<file path="src/rtl/pc_stack_param.sv">
// Parametrised PC stack: DEPTH levels of NIBBLES x 4-bit program counters with a wrapping pointer.
// Optional sticky overflow/underflow flags are enabled by defining PC_STACK_FLAGS_EN.
module pc_stack_param #(
  parameter int NIBBLES = 3,
  parameter int DEPTH   = 4,
  localparam int ADDR_W = 4 * NIBBLES,
  localparam int PTR_W  = $clog2(DEPTH)
) (
  input  logic              clock,
  input  logic              reset,
  input  logic              halt,
  input  logic [2:0]        cycle,
  input  logic [1:0]        op,
  input  logic              inc,
  input  logic [NIBBLES-1:0] load_en,
  input  logic [3:0]        load_data,
  output logic [3:0]        pc_word,
  output logic              pc_enable,
  output logic [ADDR_W-1:0] pc_active,
  output logic [PTR_W-1:0]  sp
`ifdef PC_STACK_FLAGS_EN
  ,
  output logic              ovf,
  output logic              unf,
  input  logic              flags_clr
`endif
);

  localparam logic [1:0]       OP_PUSH = 2'b01;
  localparam logic [1:0]       OP_POP  = 2'b10;
  localparam logic [PTR_W-1:0] SP_TOP  = PTR_W'(DEPTH - 1);

  logic [ADDR_W-1:0] levels [DEPTH];
  logic [PTR_W-1:0]  sp_q;
  logic [PTR_W-1:0]  sp_next;
  logic [ADDR_W-1:0] base_pc;
  logic [ADDR_W-1:0] active_next;
  logic [31:0]       pc_pad;

  // A push carries the caller PC into the new level; a pop exposes the stored level untouched.
  always_comb begin
    sp_next = sp_q;
    case (op)
      OP_PUSH: sp_next = sp_q + 1'b1;
      OP_POP:  sp_next = sp_q - 1'b1;
      default: sp_next = sp_q;
    endcase
    base_pc = (op == OP_PUSH) ? levels[sp_q] : levels[sp_next];
    active_next = base_pc;
    if (load_en != '0) begin
      for (int i = 0; i < NIBBLES; i++) begin
        if (load_en[i]) active_next[4*i +: 4] = load_data;
      end
    end else if (inc) begin
      active_next = base_pc + 1'b1;
    end
  end

  always_ff @(posedge clock or negedge reset) begin
    if (!reset) begin
      sp_q <= '0;
      for (int i = 0; i < DEPTH; i++) levels[i] <= '0;
    end else if (!halt) begin
      sp_q <= sp_next;
      levels[sp_next] <= active_next;
    end
  end

  assign pc_active = levels[sp_q];
  assign sp        = sp_q;

  // Padding to 32 bits keeps the nibble select in range for every cycle value.
  assign pc_pad = 32'(pc_active);

  always_comb begin
    pc_enable = 1'b0;
    pc_word   = 4'h0;
    if (int'(cycle) < NIBBLES) begin
      pc_enable = 1'b1;
      pc_word   = pc_pad[{cycle, 2'b00} +: 4];
    end
  end

`ifdef PC_STACK_FLAGS_EN
  always_ff @(posedge clock or negedge reset) begin
    if (!reset) begin
      ovf <= 1'b0;
      unf <= 1'b0;
    end else if (!halt) begin
      if (flags_clr) begin
        ovf <= 1'b0;
        unf <= 1'b0;
      end else begin
        if (op == OP_PUSH && sp_q == SP_TOP) ovf <= 1'b1;
        if (op == OP_POP && sp_q == '0) unf <= 1'b1;
      end
    end
  end
`endif

endmodule

</file>
<file path="config.mk">
export PLATFORM = sky130hd
export DESIGN_NAME = pc_stack_param
export DESIGN_NICKNAME = d
export VERILOG_FILES = /design/src/rtl/pc_stack_param.sv
export SDC_FILE = /design/constraint.sdc
export NUM_CORES = 1
export LEC_CHECK = 0
export CORE_MARGIN = 3
export CORE_UTILIZATION = 40
export CTS_CLUSTER_DIAMETER = 80
export DETAILED_ROUTE_END_ITERATION = 10
export PLACE_DENSITY_LB_ADDON = 0.12
export SLEW_MARGIN = 10
export SYNTH_ARGS = -nofsm -noshare
export SYNTH_HDL_FRONTEND = slang
export SYNTH_SLANG_ARGS = --single-unit
</file>
<file path="constraint.sdc">
create_clock -name clock -period 2.7 [get_ports clock]
set_clock_uncertainty 0.05 [all_clocks]
set_input_delay 0.54 -clock clock [delete_from_list [all_inputs] [get_ports clock]]
set_output_delay 0.54 -clock clock [all_outputs]
set_load 0.005 [all_outputs]
</file>
Yosys cells after proc, flatten, opt, wreduce, memory -nomap -nowiden
Cells that the tools add are included.
- flip-flop bits (word level): 50
- output and inout port bits: 19
- input bits: 16
- word-level logic and storage cells: 37
- reductions and logical operators: 2
- shifts and indexed selects: 1
- muxes and demuxes: 18
- add/sub/neg operators: 3
- bitwise logic cells: 2
- magnitude comparators: 4
- equality and inequality tests: 2
- operator list (kind ; count):
    $mux 12 ; 8
    $bmux 12 s2 ; 2
    $bwmux 48 ; 1
    $shiftx 32x6->4 ; 1
    $demux 12 s2 ; 1
    $mux 4 ; 4
    $add 12x1->12 const B ; 1
    $ge 3x3->1 const B ; 2
    $not 2->3 ; 2
    $pmux 2 s2 ; 1
    $lt 3x1->1 const B ; 1
    $lt 3x2->1 const B ; 1
    $reduce_bool 3->1 ; 1
    $add 2x1->2 const B ; 1
    $eq 2x1->1 const B ; 1
    $eq 2x2->1 const B ; 1
    $sub 2x1->2 const B ; 1
    $logic_and 1x1->1 ; 1
    $mux 1 ; 1

Depth between registers and ports, before layout
Gate-level depths: netlist of the first run.
- depth in word-level cells: 11
- depth in mapped cells: 15
- gate-level depth less buffers: 14

Least setup slack after synthesis of the first run
OpenSTA, ideal clock, no wires.
- kind: input -> register
- start: input port op[0]
- end: register levels[30] (netlist bit)
- buffers on the path: 1
- required time: 2.525 ns
- slack: -0.475 ns
- cell stages on the path: 15
- library setup time: 0.125 ns
- arrival: 3.000 ns
- path through: inv_1 ha_1 xnor2_4 buf_6 nand2_1 a211oi_1 nor2_1 ha_1 nand2_1 nor2_1 o211ai_1 nor4_1 o31ai_1 a21oi_1 mux2_2
- cells in the longest elaborated chain, start to end: 11
- elaborated cells on any way between the ends: 18
- classes of those cells: 1 x add/sub; 2 x order compare; 2 x eq/ne; 11 x mux; 1 x bitwise; 1 x reduce/logical
- ends and longest elaborated chain (element ; RTL line ; source):
    start: declaration ; 13 ; input logic [1:0] op,
    $eq 2x2->1 or $eq 2x1->1 (tied branches) ; 43, 48 ;
    $pmux 2 s2 ; 43 ; case (op)
    $not 2->3 (not written as such) ; 48, 65 ;
    $bmux 12 s2 ; 48 ; base_pc = (op == OP_PUSH) ? levels[sp_q] : levels[sp_next];
    $mux 12 (not written as such) (2 in a row) ; 48 ;
    $mux 12 ; 48 ;
    $add 12x1->12 ; 55 ; active_next = base_pc + 1'b1;
    $mux 12 ; 54 ; end else if (inc) begin
    $mux 12 ; 50 ; if (load_en != '0) begin
    $bwmux 48 (*) ; 65 ; levels[sp_next] <= active_next;
    end signal: indexed assignment ; 65 ;
    end: declaration ; 33 ; logic [ADDR_W-1:0] levels [DEPTH];
Every way passes the cells marked *; elsewhere a longest branch is shown, timed or not. The select of a mux whose other input is x is not followed.
A chain may end at the register's enable or synchronous reset.

Worst setup path after layout of the first run
- start: register sp_q[1] (netlist: sp[1])
- end: register levels[46] (netlist bit)
- cells in the longest elaborated chain, start to end: 11
- elaborated cells on any way between the ends: 22
- classes of those cells: 3 x add/sub; 2 x order compare; 14 x mux; 2 x bitwise; 1 x reduce/logical
- ends and longest elaborated chain (element ; RTL line ; source):
    start: declaration ; 34 ; logic [PTR_W-1:0] sp_q;
    start signal: assignment ; 64 ; sp_q <= sp_next;
    $sub 2x1->2 or $add 2x1->2 (tied branches) ; 45, 44 ;
    $pmux 2 s2 ; 43 ;
    $not 2->3 (not written as such) ; 48, 65 ;
    $bmux 12 s2 ; 48 ;
    $mux 12 (not written as such) (2 in a row) ; 48 ;
    $mux 12 ; 48 ;
    $add 12x1->12 ; 55 ;
    $mux 12 ; 54 ;
    $mux 12 ; 50 ;
    $bwmux 48 (*) ; 65 ;
Marks and branches as above.

==> impl_metrics.yaml, run 1 <==
run_status:
  status: "complete, but fails checks"
  violations: "setup timing"
synth:
  synth-seq-cells: 50
  yosys_most_used_dff: "dfrtp_1"
  yosys_warnings: 0
  synth_area_leaders: "dfrtp_1 34%, mux4_2 8.0%, mux2_2 7.4%, mux2i_1 7.1%, mux4_1 5.0%"
  synth_nets: 361
  yosys.area.top_type: "dfrtp_1"
  async_flop_share_pct: 100
  syn_area_sq_um: 3670
  synth_top_area_share_pct: 34.1
  synth_commonest_cells: "50 x dfrtp_1, 40 x nor2_1, 26 x mux2i_1"
  synth-edff-count: 0
  syn_avg_cell_area_sq_um: 10.7
  ys_types: 59
  ys_seq_area_share_pct: 34.1
  synthCells: 342
  synth.most_common_cell: "dfrtp_1"
route:
  drt_first_pass_iters: 4
  finalWirelength_um: 12100
  vias: 3413
  drc_errors: 0
  via_per_inst: 5.74
  drt_iter0_markers: 241
  ant_nets: 0
  wl_per_cell_um: 20.3
sta:
  slew_headroom_pct: 55.2
  setup_violations: 36
  max_freq_mhz: 346
  rsz0062_at_grt: "yes"
  final_hold_viol_count: 0
  drv_slew: 0
  finalWorstSetupSlack_ns: -0.193
  min_period_ns: 2.89
  min_period_over_period_pct: 107
  worstMarginPinSlew_ns: 0.672
layout:
  final_cells: 595
  multi_input_area_sq_um: 2650
  antenna_cells: 0
  drive_above_1_share_pct: 50.7
  final_area_sq_um: 5610
  area_growth_pct: 52.7
  fin_nets: 505
  fill_cells: 728
  regArea_sq_um: 1250
floorplan:
  floorplan.initialDensity_pct: 41.7
  rows: 34
  fp.dieArea_sq_um: 10400
  die_y_um: 102
  die_x_um: 102
  core-area_sq_um: 8810
  io_pins: 35
cts:
  cts_sinks: 50
  cts_tree: "yes"
  ctsLongestPathBuffers: 2
  cts_buffers: 5
  path_clk_slew_ns: 0.10
  cts_root_buf: "clkbuf_8"
  insertion_delay_ns: 0.31
  htreeDepth: 2
setup_path:
  crit_top_cell: "buf_4"
  crit_path_end_kind: "register"
  rrSetupSlack_ns: -0.19
  rr_endpoint: "levels[46]$_DFFE_PN0P_"
  crit_chain: "buf_6, mux2i_4, mux2i_2, buf_4, o22ai_4, nor2_4, ha_4, nand2_2, nor2_2, o211ai_1, buf_4, nor4b_4, mux2i_1, buf_4, a31oi_1"
  start_kind: "register"
  slowest_stage: "dfrtp_2"
  worstReg2RegStart: "sp[1]$_DFFE_PN0N_"
  worst_ep_arrival_time_ns: 3.04
  cp-endpoint: "levels[46]$_DFFE_PN0P_"
  crit_required_ns: 2.85
  critPathMaxFanout: 5
  cpPeakStageDelay_ns: 0.45
  worstSetupStartpoint: "sp[1]$_DFFE_PN0N_"
  rr_worst_depth: 15
  setup.worst_path.class: "reg2reg"
power:
  pwr_density_cell_nw_per_um2: 1380
  leakagePower_nw: 2.46
  p_total_mw: 7.73
  ir_drop_uv: 409
placed_design:
  dp_slack_ns: -0.897
  port_buffers: 34
  dp.final_hpwl_um: 8690
  gp_congestion: 0.924
  dp.cells: 554
  dpl_cell_area_sq_um: 4810
global_route:
  gr-usage-all-layers_pct: 24.0
  grt_pass1_vias: 3458
  grt_pass1_wl_um: 19100
  antenna_found_initial: 0
  gr-total-overflow: 0
  grt_max_degree: 27
flow_run:
  maxCapViolCount: 0
min_path:
  min_path_type: "in2async"
stage by stage:
| stage | hold slack, ns | TNS (ns) | utilization (%) |
|---|---|---|---|
| finish | 0.201 | -3.65 | 63.7 |
| global route | 0.238 | -7.45 | 63.7 |
| CTS | 0.215 | -1.50 | 60.5 |
| detailed placement | 0.436 | -35.96 | 54.6 |
| global placement | 0.422 | -35.02 | 54.6 |
| floorplan | 0.194 | -3.04 | - |
sequential cells by signal, summed over array words and instances (netlist names):
| signal | flops |
|---|---|
| sp | 2 |
| levels | 48 |
cell type report:
class | instances | area share, %
clock inverters | 2 | 1.07
clock buffers | 6 | 1.47
inverters | 9 | 0.825
well taps | 108 | 2.41
multi-input cells | 263 | 47.3
repair buffers | 157 | 24.6
flip-flops and latches | 50 | 22.4
logic make-up (layout without fill, tap and decap cells):
kind of cell	Yosys count	count (layout)	share of synthesized area, %
DFF	50	50	34.1
AOI/OAI and AO/OA	58	58	11.9
and+or+nand+nor	121	121	17.7
adders and majority gates	3	3	1.02
muxes	72	72	28.4
buffers and inverters	29	174	3.98
xor gates and xnor gates	9	9	2.86
layout by cell type, fill, tap and decap left out, types with 4 or more instances in the layout:
| cell | instances |
|---|---|
| nand2_1 | 22 |
| buf_4 | 98 |
| dlymetal6s2s_1 | 5 |
| nor4b_4 | 4 |
| a31oi_1 | 9 |
| mux2i_1 | 19 |
| buf_2 | 5 |
| dlygate4sd2_1 | 5 |
| nor3_2 | 4 |
| inv_1 | 6 |
| xor2_1 | 4 |
| clkdlybuf4s50_1 | 17 |
| nor2_4 | 4 |
| nand3_1 | 9 |
| a21oi_1 | 12 |
| buf_6 | 20 |
| nand2b_1 | 10 |
| dfrtp_1 | 48 |
| o31ai_1 | 4 |
| nor3_1 | 5 |
| clkbuf_8 | 6 |
| mux2_4 | 12 |
| nor2_1 | 36 |
| mux2_2 | 13 |
| buf_12 | 4 |
| mux2i_2 | 5 |
| mux4_2 | 20 |
metal layers:
layer	track usage, %	wire, um
met5	0	0
met2	40.5	6120
met4	5.85	140
met1	33.0	5100
met3	3.34	737
critical path: cells and delay by family, from the launching register on:
kind / cells / cell delay [ns]
compound gates: 3 / 0.28
fa+ha+maj: 1 / 0.14
buf+inv: 4 / 0.64
flops: 1 / 0.45
mux: 3 / 0.65
simple gates: 4 / 0.57
worst min path at each step:
stage                                  end  slack, ns  cells past startpoint
finish              levels[41]$_DFFE_PN0P_       0.20                      1
global route        levels[41]$_DFFE_PN0P_       0.24                      1
CTS                 levels[17]$_DFFE_PN0P_       0.21                      1
detailed placement  levels[25]$_DFFE_PN0P_       0.44                      2
global placement    levels[25]$_DFFE_PN0P_       0.42                      2
floorplan            levels[0]$_DFFE_PN0P_       0.19                      0
power breakdown:
part	leakage [nW]	total [mW]	internal, mW	switching (mW)
combinational	1.80	5.60	3.19	2.41
sequential	0.589	1.46	1.13	0.335
clock	0.0714	0.666	0.395	0.270
timing repair:
| item | in CTS | in global routing |
|---|---|---|
| hold buffers | 0 | 0 |
| endpoints found under the hold margin | 0 | 0 |
| pin swaps | 29 | 26 |
| endpoints found under the setup margin | 61 | 49 |
| setup buffers | 22 | 17 |
| resized for setup | 90 | 45 |
(Power assumes the default switching activity.)
==> inputs of run 2 (changes only) <==
--- a/config.mk
+++ b/config.mk
@@ -10,6 +10,8 @@
 export CTS_CLUSTER_DIAMETER = 80
 export DETAILED_ROUTE_END_ITERATION = 10
 export PLACE_DENSITY_LB_ADDON = 0.12
+export SETUP_SLACK_MARGIN = 0.02
+export SKIP_CTS_REPAIR_TIMING = 1
 export SLEW_MARGIN = 10
 export SYNTH_ARGS = -nofsm -noshare
 export SYNTH_HDL_FRONTEND = slang
==> impl_metrics.yaml, run 2 (synthesis results as in run 1) <==
run_status:
  status: "complete, but fails checks"
  violations: "setup timing"
layout:
  fin_nets: 497
  area_growth_pct: 50.6
  largest_reg_flops: 48
  top_register: "levels"
  multi_input_area_sq_um: 2660
  fill_cells: 723
  layout_commonest_cell: "buf_4"
  layout_common_cells: "101 x buf_4, 48 x dfrtp_1, 36 x nor2_1, 23 x nand2_1, 19 x mux2i_1"
  drive_above_1_share_pct: 50.1
  final_area_sq_um: 5530
  regArea_sq_um: 1250
  antenna_cells: 0
cts:
  cts_tree: "yes"
  cts_buffers: 5
  cts_sinks: 50
  insertion_delay_ns: 0.31
  ctsLongestPathBuffers: 2
  htreeDepth: 2
  path_clk_slew_ns: 0.10
  cts_root_buf: "clkbuf_8"
power:
  power_frac_seq_pct: 19.5
  p_total_mw: 7.48
  pwr_density_cell_nw_per_um2: 1350
  pwr-share-clk_pct: 8.9
  leakagePower_nw: 2.45
  pwr-share-comb_pct: 71.6
  swShare_pct: 39.0
  switching_power_mw: 2.92
  internal_power_mw: 4.56
  ir_drop_uv: 482
sta:
  finalWorstSetupSlack_ns: -0.230
  slew_headroom_pct: 55.4
  drv_slew: 0
  worstMarginPinSlew_ns: 0.669
  rsz0062_at_grt: "yes"
  min_period_ns: 2.93
  max_freq_mhz: 341
  final_hold_viol_count: 0
  min_period_over_period_pct: 109
  setup_violations: 36
min_path:
  min_path_type: "in2async"
setup_path:
  worstSetupStartpoint: "sp[1]$_DFFE_PN0N_"
  rrSetupSlack_ns: -0.23
  crit_path_end_kind: "register"
  rr_worst_depth: 11
  slowest_stage: "dfrtp_2"
  crit_required_ns: 2.85
  crit_chain: "buf_6, xnor2_4, buf_12, mux4_2, buf_4, o21ai_4, nor4b_4, buf_4, nand4_4, o311a_4, mux2_2"
  crit_top_cell: "buf_4"
  start_kind: "register"
  worstReg2RegStart: "sp[1]$_DFFE_PN0N_"
  setup.worst_path.class: "reg2reg"
  cp-endpoint: "levels[19]$_DFFE_PN0P_"
  cpPeakStageDelay_ns: 0.47
  rr_endpoint: "levels[19]$_DFFE_PN0P_"
  worst_ep_arrival_time_ns: 3.08
  critPathMaxFanout: 6
global_route:
  grt_pass1_wl_um: 18000
  gr-total-overflow: 0
  antenna_found_initial: 0
  grt_max_degree: 27
  gr-usage-all-layers_pct: 22.7
  grt_pass1_vias: 3328
placed_design:
  gp_congestion: 0.924
  dp.final_hpwl_um: 8690
  dpl_cell_area_sq_um: 4810
  dp_slack_ns: -0.897
  port_buffers: 34
floorplan:
  rows: 34
  fp.dieArea_sq_um: 10400
  core-area_sq_um: 8810
  io_pins: 35
  floorplan.initialDensity_pct: 41.7
  die_x_um: 102
  die_y_um: 102
route:
  drt_iter0_markers: 209
  ant_nets: 0
  drt_first_pass_iters: 4
  finalWirelength_um: 11700
  via_per_inst: 5.65
  wl_per_cell_um: 20.0
  drc_errors: 0
  vias: 3316
flow_run:
  maxCapViolCount: 0
==> run 2: changes by cell type in the layout (fill, tap and decap cells not counted), sizes merged <==
cell / change
dlymetal6s2s: +5
buf: -12
dlygate4sd2: -5
clkdlybuf4s50: +1
clkbuf: +3
==> run 2: how the worst min path moves through the flow <==
stage | start | to | slack [ns] | cells past startpoint
6_report | reset | levels[41]$_DFFE_PN0P_ | 0.20 | 1
2_1_floorplan | reset | levels[0]$_DFFE_PN0P_ | 0.19 | 0
5_1_grt | reset | levels[41]$_DFFE_PN0P_ | 0.24 | 1
3_3_place_gp | levels[25]$_DFFE_PN0P_ | levels[25]$_DFFE_PN0P_ | 0.42 | 2
4_1_cts | reset | levels[17]$_DFFE_PN0P_ | 0.21 | 1
3_5_place_dp | levels[25]$_DFFE_PN0P_ | levels[25]$_DFFE_PN0P_ | 0.44 | 2
==> run 2: worst max-delay path, delay by kind of cell (launching register included) <==
| kind | cells | cell delay [ns] |
|---|---|---|
| AO/OA/AOI/OAI | 2 | 0.42 |
| XOR/XNOR | 1 | 0.16 |
| buffers and inverters | 4 | 0.62 |
| flip-flops | 1 | 0.47 |
| multiplexers | 2 | 0.63 |
| AND/OR/NAND/NOR | 2 | 0.46 |
==> run 2: final cells by class <==
cell class,count,share of cell area (%)
clock inverter,2,1.09
sequential,50,22.7
multi-input combinational,263,48.1
clock buffer,6,1.49
inverter,9,0.837
timing repair buffer,149,23.4
tap,108,2.44
==> run 2: stage by stage <==
| stage | instances | TNS (ns) | hold slack (ns) | util (%) |
|---|---|---|---|---|
| 6_report | 587 | -5.33 | 0.204 | 62.8 |
| 5_1_grt | 587 | -10.16 | 0.240 | 62.8 |
| 2_1_floorplan | 342 | -3.04 | 0.194 | - |
| 4_1_cts | 562 | -23.30 | 0.215 | 56.2 |
| 3_5_place_dp | 554 | -35.96 | 0.436 | 54.6 |
| 3_3_place_gp | 554 | -35.02 | 0.422 | 54.6 |
==> run 2: power groups by stage <==
stage / logic [mW] / registers (mW) / clock network, mW
2_1_floorplan: 2.52 / 1.33 / 0
3_3_place_gp: 4.36 / 1.43 / 0
3_5_place_dp: 4.41 / 1.45 / 0
4_1_cts: 4.43 / 1.43 / 0.681
5_1_grt: 5.73 / 1.52 / 0.702
6_report: 5.36 / 1.46 / 0.665
==> run 2: layer usage <==
layer / wire, um / track usage (%)
met1: 5200 / 31.0
met2: 5840 / 38.1
met3: 521 / 3.34
met4: 180 / 5.95
met5: 0 / 0
==> inputs of run 3 (changes only) <==
--- a/config.mk
+++ b/config.mk
@@ -10,6 +10,7 @@
 export CTS_CLUSTER_DIAMETER = 80
 export DETAILED_ROUTE_END_ITERATION = 10
 export PLACE_DENSITY_LB_ADDON = 0.12
+export RECOVER_POWER = 100
 export SETUP_SLACK_MARGIN = 0.02
 export SKIP_CTS_REPAIR_TIMING = 1
 export SLEW_MARGIN = 10
==> impl_metrics.yaml, run 3 (synthesis results as in run 1) <==
run_status:
  status: "complete, but fails checks"
  violations: "capacitance limit, slew limit, setup timing"
setup_path:
  rr_endpoint: "levels[19]$_DFFE_PN0P_"
  crit_path_end_kind: "register"
  start_kind: "register"
  crit_required_ns: 2.85
  critPathMaxFanout: 6
  rr_worst_depth: 11
  worstReg2RegStart: "sp[1]$_DFFE_PN0N_"
  rrSetupSlack_ns: -0.23
  setup.worst_path.class: "reg2reg"
  worst_ep_arrival_time_ns: 3.08
floorplan:
  rows: 34
  core-area_sq_um: 8810
  die_x_um: 102
  die_y_um: 102
  io_pins: 35
  floorplan.initialDensity_pct: 41.7
  fp.dieArea_sq_um: 10400
power:
  pwr_density_cell_nw_per_um2: 1350
  leakagePower_nw: 2.44
  ir_drop_uv: 483
global_route:
  gr-usage-all-layers_pct: 22.7
  grt_pass1_vias: 3328
  grt_max_degree: 27
  antenna_found_initial: 0
  gr-total-overflow: 0
  grt_pass1_wl_um: 18000
sta:
  rsz0062_at_grt: "yes"
  final_hold_viol_count: 0
  slew_headroom_pct: -1.87
  fin_setup_tns_ns: -5.19
  setup_violations: 36
  drv_slew: 27
  finalWorstSetupSlack_ns: -0.228
  min_period_over_period_pct: 108
  min_period_ns: 2.93
  worstMarginPinSlew_ns: 1.53
  max_freq_mhz: 342
layout:
  area_growth_pct: 50.2
  antenna_cells: 0
  top_register: "levels"
  regArea_sq_um: 1250
  layout_common_cells: "101 x buf_4, 48 x dfrtp_1, 36 x nor2_1, 23 x nand2_1, 19 x mux2i_1"
  final_cells: 587
  final_area_sq_um: 5520
  fill_cells: 726
  drive_above_1_share_pct: 49.9
  multi_input_area_sq_um: 2660
  fin_nets: 497
  utilization_pct: 62.6
  largest_reg_flops: 48
  layout_commonest_cell: "buf_4"
route:
  finalWirelength_um: 11700
  drc_errors: 0
  drt_iter0_markers: 190
  via_per_inst: 5.65
  drt_first_pass_iters: 4
  vias: 3315
  ant_nets: 0
  wl_per_cell_um: 20.0
placed_design:
  dpl_cell_area_sq_um: 4810
  gp_congestion: 0.924
  dp_slack_ns: -0.897
  dp.cells: 554
  dp.final_hpwl_um: 8690
  port_buffers: 34
flow_run:
  maxCapViolCount: 1
cts:
  insertion_delay_ns: 0.31
  ctsLongestPathBuffers: 2
  cts_sinks: 50
  cts_tree: "yes"
  htreeDepth: 2
  cts_buffers: 5
  cts_root_buf: "clkbuf_8"
  path_clk_slew_ns: 0.09
min_path:
  hold-path-cell-count: 2
  min_from: "levels[25]$_DFFE_PN0P_"
  whs_endpoint: "levels[25]$_DFFE_PN0P_"
  min_path_type: "reg2reg"
run 3: metal layers:
| layer | vias up | wire (um) | track usage, % |
|---|---|---|---|
| met3 | 14 | 703 | 3.34 |
| met1 | 1655 | 4980 | 31.0 |
| li1 | 1555 | - | - |
| met2 | 91 | 5860 | 38.1 |
| met4 | 0 | 180 | 5.95 |
| met5 | - | 0 | 0 |
run 3: cell type report:
cell class                      count  area share, %
Multi-Input combinational cell    263           48.2
Timing Repair Buffer              149           23.2
Sequential cell                    50           22.7
Tap cell                          108           2.45
Clock buffer                        6           1.50
Clock inverter                      2           1.09
Inverter                            9          0.839
run 3: stage by stage:
step / power [mW] / hold WS [ns]
global placement: 5.80 / 0.422
floorplan: 3.85 / 0.194
CTS: 6.54 / 0.215
finish: 7.47 / 0.460
global route: 7.94 / 0.498
detailed placement: 5.85 / 0.436
run 3: critical path: stages (launching register included):
cell and delay, ns:
dfrtp_2 0.47, buf_6 0.16, xnor2_4 0.16, buf_12 0.15, mux4_2 0.36, buf_4 0.12, o21ai_4 0.06, nor4b_4 0.35
buf_4 0.19, nand4_4 0.11, o311a_4 0.36, mux2_2 0.27
run 3: how the worst max path moves through the flow:
| stage | startpoint | endpoint | slack [ns] | cells after the start |
|---|---|---|---|---|
| floorplan | op[0] | levels[46]$_DFFE_PN0P_ | -0.22 | 14 |
| global placement | op[0] | levels[46]$_DFFE_PN0P_ | -0.87 | 12 |
| detailed placement | op[0] | levels[46]$_DFFE_PN0P_ | -0.90 | 12 |
| CTS | op[0] | levels[22]$_DFFE_PN0P_ | -0.58 | 12 |
| global route | sp[1]$_DFFE_PN0N_ | levels[20]$_DFFE_PN0P_ | -0.36 | 10 |
| finish | sp[1]$_DFFE_PN0N_ | levels[19]$_DFFE_PN0P_ | -0.23 | 11 |
run 3: power breakdown:
part	internal, mW	leakage (nW)	switching, mW	total (mW)
Combinational	3.03	1.78	2.31	5.34
Sequential	1.13	0.589	0.329	1.46
Clock	0.396	0.0714	0.270	0.665
Total	4.56	2.44	2.91	7.47
